==> config.mk <==
export PLATFORM = sky130hd
export DESIGN_NAME = pipe_scoreboard
export DESIGN_NICKNAME = d
export VERILOG_FILES = /design/src/rtl/pipe_scoreboard.sv
export SDC_FILE = /design/constraint.sdc
export NUM_CORES = 1
export LEC_CHECK = 0
export ABC_AREA = 1
export CAP_MARGIN = 20
export CELL_PAD_IN_SITES_DETAIL_PLACEMENT = 0
export CELL_PAD_IN_SITES_GLOBAL_PLACEMENT = 1
export CORE_MARGIN = 3
export CORE_UTILIZATION = 14
export DETAILED_ROUTE_END_ITERATION = 7
export GPL_TIMING_DRIVEN = 0
export PLACE_DENSITY = 0.77
export RECOVER_POWER = 50
export SLEW_MARGIN = 20
export SYNTH_ARGS = -nofsm -noshare
export SYNTH_HDL_FRONTEND = slang
export SYNTH_SLANG_ARGS = --single-unit
export TNS_END_PERCENT = 100
==> constraint.sdc <==
create_clock -name clock -period 1.6 [get_ports clock]
set_input_delay 0.24 -clock clock [delete_from_list [all_inputs] [get_ports clock]]
set_output_delay 0.24 -clock clock [all_outputs]
set_load 0.05 [all_outputs]
==> src/rtl/pipe_scoreboard.sv <==
// Hazard-detection / forwarding scoreboard for the MIPS EX..WB pipeline.
// Define PIPE_SB_FWD_EN for forwarding; otherwise the unit is interlock-only.
module pipe_scoreboard #(
  parameter  int XLEN       = 32,
  parameter  int NREG       = 32,
  parameter  int DEPTH      = 3,
  parameter  int LOAD_READY = 2,
  localparam int RAW        = $clog2(NREG),
  localparam int SW         = $clog2(DEPTH + 1)
) (
  input  logic                  clock,
  input  logic                  reset,
  input  logic                  issue_valid,
  input  logic [RAW-1:0]        issue_rs,
  input  logic [RAW-1:0]        issue_rt,
  input  logic                  issue_use_rs,
  input  logic                  issue_use_rt,
  input  logic                  issue_wr,
  input  logic [RAW-1:0]        issue_rd,
  input  logic                  issue_is_load,
  input  logic                  flush,
  output logic                  issue_ready,
  input  logic [XLEN-1:0]       rf_a,
  input  logic [XLEN-1:0]       rf_b,
  input  logic [DEPTH*XLEN-1:0] res_data,
  output logic [SW-1:0]         fwd_a_sel,
  output logic [SW-1:0]         fwd_b_sel,
  output logic [XLEN-1:0]       op_a,
  output logic [XLEN-1:0]       op_b,
  output logic [15:0]           stall_cnt
);

  logic [DEPTH-1:0] sb_vld;
  logic [DEPTH-1:0] sb_ld;
  logic [RAW-1:0]   sb_rd [DEPTH];

  logic          hit_a, hit_b, ld_a, ld_b;
  logic [SW-1:0] idx_a, idx_b;
  logic          haz_a, haz_b, take_p0, stall_ev;

  // First stage at which a producer's result can be consumed.
  function automatic int ready_stage(input logic ld);
`ifdef PIPE_SB_FWD_EN
    return ld ? LOAD_READY : 1;
`else
    return ld ? DEPTH : DEPTH;
`endif
  endfunction

  function automatic logic hazard_of(input logic hit, input logic [SW-1:0] idx,
                                     input logic ld);
    return hit && (int'(idx) + 1 < ready_stage(ld));
  endfunction

  function automatic logic [SW-1:0] sel_of(input logic hit, input logic [SW-1:0] idx);
    // The producer advances one stage while the consumer moves into EX.
    if (hit && int'(idx) < DEPTH - 1) return idx + SW'(2);
    return '0;
  endfunction

  // Decode stage: youngest matching in-flight writer per source
  always_comb begin
    hit_a = 1'b0;
    hit_b = 1'b0;
    ld_a  = 1'b0;
    ld_b  = 1'b0;
    idx_a = '0;
    idx_b = '0;
    for (int k = DEPTH - 1; k >= 0; k--) begin
      if (issue_use_rs && issue_rs != '0 && sb_vld[k] && sb_rd[k] == issue_rs) begin
        hit_a = 1'b1;
        idx_a = SW'(k);
        ld_a  = sb_ld[k];
      end
      if (issue_use_rt && issue_rt != '0 && sb_vld[k] && sb_rd[k] == issue_rt) begin
        hit_b = 1'b1;
        idx_b = SW'(k);
        ld_b  = sb_ld[k];
      end
    end
  end

  assign haz_a       = hazard_of(hit_a, idx_a, ld_a);
  assign haz_b       = hazard_of(hit_b, idx_b, ld_b);
  assign issue_ready = ~(issue_valid & (haz_a | haz_b));
  assign take_p0     = issue_valid & issue_ready & ~flush;
  assign stall_ev    = issue_valid & ~issue_ready & ~flush;

  // EX..WB scoreboard shift: control with reset, register tags without
  always_ff @(posedge clock) begin
    if (reset) begin
      sb_vld    <= '0;
      stall_cnt <= '0;
    end else begin
      sb_vld <= {sb_vld[DEPTH-2:0], take_p0 & issue_wr & (issue_rd != '0)};
      if (stall_ev && stall_cnt != 16'hFFFF) stall_cnt <= stall_cnt + 16'd1;
    end
  end

  always_ff @(posedge clock) begin
    sb_rd[0] <= issue_rd;
    sb_ld    <= {sb_ld[DEPTH-2:0], issue_is_load};
    for (int k = 1; k < DEPTH; k++) sb_rd[k] <= sb_rd[k-1];
  end

`ifdef PIPE_SB_FWD_EN
  // EX stage: forwarding selects registered at issue
  always_ff @(posedge clock) begin
    if (reset) begin
      fwd_a_sel <= '0;
      fwd_b_sel <= '0;
    end else begin
      fwd_a_sel <= take_p0 ? sel_of(hit_a, idx_a) : '0;
      fwd_b_sel <= take_p0 ? sel_of(hit_b, idx_b) : '0;
    end
  end
`else
  assign fwd_a_sel = '0;
  assign fwd_b_sel = '0;
`endif

  // EX stage: operand muxes
  always_comb begin
    op_a = rf_a;
    op_b = rf_b;
    for (int s = 1; s <= DEPTH; s++) begin
      if (fwd_a_sel == SW'(s)) op_a = res_data[(s-1)*XLEN +: XLEN];
      if (fwd_b_sel == SW'(s)) op_b = res_data[(s-1)*XLEN +: XLEN];
    end
  end

endmodule

==> impl_metrics.tcl <==
set metrics [dict create \
    start_util_pct 14.4 \
    final_cell_mix "nand2_1 (82), buf_4 (78), clkdlybuf4s50_1 (74), dlygate4sd2_1 (26)" \
    clockBufferDepth 2 \
    antennaDiodeCount 0 \
    fp.dieArea_um2 17400 \
    fmax_mhz 581 \
    rsz0062_at_grt "true" \
    cap_violations 0 \
    synthArstFlopShare_pct 0 \
    setup_viol 16 \
    drt-initial-drc-count 112 \
    clk_pin_slew_ns 0.07 \
    drive_gt1_share_pct 35.2 \
    fin_hold_ws_ns 0.355 \
    syn_avg_cell_area_um2 6.64 \
    period_minus_slack_ns 1.72 \
    synth_edf_count 0 \
    io_buffers 101 \
    finalNonFillerCells 666 \
    fin_crit_sh_pct 108 \
    leakagePower_nw 1.77 \
    synth-seq-cells 28 \
    cpMaxStageDelayCell "dfxtp_4" \
    drtPass1Iterations 4 \
    critPathMaxStageDelay_ns 0.36 \
    finalHoldViolations 0 \
    syn_area_um2 2220 \
    core_um2 15400 \
    routed-via-count 2347 \
    hp-start "sb_rd[0][4]$_DFF_P_" \
    hold_buffers 0 \
    crit_path_start_kind "flop" \
    grtUsageTotal_pct 7.84 \
    die_x_um 132 \
    path_cells "inv_2 > nand2_2 > o21ai_1 > nor2_1 > nand3_1 > nand2_1 > nand2_2 > nand2_4 > buf_8 > nand2_4 > buf_8" \
    final_core_util_pct 25.0 \
    synth_ff_type "dfxtp_1" \
    grt_first_pass_wirelength_um 11300 \
    cts_buffers 3 \
    reg2reg_from "stall_cnt[1]$_SDFFE_PP0P_" \
    crit_arrival_ns 1.48 \
    synthCells 334 \
    dp_cells 649 \
    fin_nets 640 \
    skew_ns 0.00438 \
    cts.sinks 28 \
    worstSetupStartpoint "sb_rd[0][2]$_DFF_P_" \
    crit_type "flop to output pin" \
    yosysUniqueCellTypes 28 \
    clk_latency_ns 0.26 \
    ant_nets 0 \
    final_common_cell "nand2_1" \
    num_rows 45 \
    grt_pass1_vias 2204 \
    crit_required_ns 1.36 \
    relSlewSlack_pct 61.0 \
    wl_per_cell_um 11.2 \
    critPathMaxFanout 4 \
    grt-ovfl-total 0 \
    worst_pin_slew_ns 0.585 \
    finalPower_mw 2.13 \
    hpwl_um 5900 \
    die_h_um 132 \
    status "complete, but fails checks" \
    clock-root-buffer "clkbuf_16" \
    violations "negative setup slack" \
    hp-class "flop to flop" \
    drc 0 \
    gp_congestion 0.839 \
    ir_drop_mv 0.397 \
    pin_count 268 \
    grt_antenna_before_repair 0 \
    seq_area_frac_synth_pct 25.3 \
    cts_tree "yes" \
    routed_wl_um 7450 \
    h-tree-depth 1 \
    grt_max_degree 16 \
    final_max_slew_viol_count 0 \
    end_kind "output pin" \
    powerDensity_nw_per_um2 553 \
    synth_warnings 0 \
    fin_ws_ns -0.120 \
    area_delta_synth_final_pct 73.5 \
    viasPerCell 3.52 \
]
-- metal layers --
layer	vias up	wire length, um	global-route usage, %
met5	-	0	0
met4	0	14	0.525
met3	2	532	2.29
met2	92	3610	12.9
met1	1038	3300	10.7
li1	1215	-	-
-- synth_stat cells (2+ instances only) --
library cell  instances  share of area [%]
nor3_2                2               0.90
a21oi_2               2               0.79
buf_2                 2               0.45
a21oi_1              12                2.7
inv_2                 8                1.4
nand4_1              19                5.4
xor2_1                9                3.6
nor3_1                7                1.6
buf_4                68                 23
nand2_1              91                 15
o21ai_0               4               0.90
clkbuf_1              3               0.51
nand3_1              11                2.5
xnor2_1               2               0.79
inv_1                28                4.7
nor2_1               26                4.4
dfxtp_1              28                 25
nor2_2                2               0.56
-- cell families (layout without fill, tap and decap cells) --
kind of cell | count (synthesis) | in the layout | share of synthesized area (%)
compound gates | 19 | 19 | 4.74
xor+xnor | 11 | 11 | 4.35
fa+ha+maj | 1 | 1 | 0.564
buf+inv | 111 | 229 | 30.8
flops | 28 | 28 | 25.3
other cells | 1 | 4 | 0.169
simple gates | 163 | 163 | 34.1
-- repair_timing --
| item | in CTS | in global routing |
|---|---|---|
| hold endpoints to repair | 0 | 0 |
| buffers inserted | 6 | 5 |
| gates cloned | 2 | 0 |
| pin swaps | 2 | 22 |
| setup endpoints to repair | 31 | 17 |
| gates resized for setup | 50 | 38 |
-- flip-flops by register name, indices dropped and copies added (netlist names) --
register / count
sb_rd: 10
stall_cnt: 16
sb_vld: 2
-- stage by stage --
stage	cell area (um2)	setup slack, ns	TNS, ns
floorplan	2270	-0.00262	-0.00505
global placement	3550	-1.15	-8.20
detailed placement	3550	-1.13	-8.02
CTS	3710	-0.130	-0.794
global route	3850	-0.225	-2.27
finish	3850	-0.120	-0.555
-- report_power, final --
part           total [mW]  internal [mW]  switching [mW]
Clock               0.631          0.384           0.248
Combinational       0.773          0.308           0.465
Sequential          0.722          0.709          0.0132
-- area by class of cell --
class / count / area, um2
repair buffers: 114 / 1090
well taps: 211 / 264
clock buffers: 4 / 88.8
flip-flops and latches: 28 / 599
multi-input cells: 198 / 1100
inverters: 37 / 139
plain buffers: 74 / 561
fillers: 1717 / 11500
-- path summary, 6_finish.rpt --
check | to | slack (ns) | cells past startpoint
worst max-delay path | issue_ready | -0.12 | 11
worst min-delay path | sb_rd[0][9]$_DFF_P_ | 0.36 | 0
worst max register to register | stall_cnt[1]$_SDFFE_PP0P_ | -0.05 | 9
worst min register to register | sb_rd[0][9]$_DFF_P_ | 0.36 | 0
-- worst max-delay path: cells and delay by family, from the launching register on --
kind                   cells  cell delay [ns]
and+or+nand+nor            7             0.51
DFF                        1             0.36
buffers and inverters      3             0.28
AOI/OAI and AO/OA          1             0.06
(Power assumes the default switching activity.)
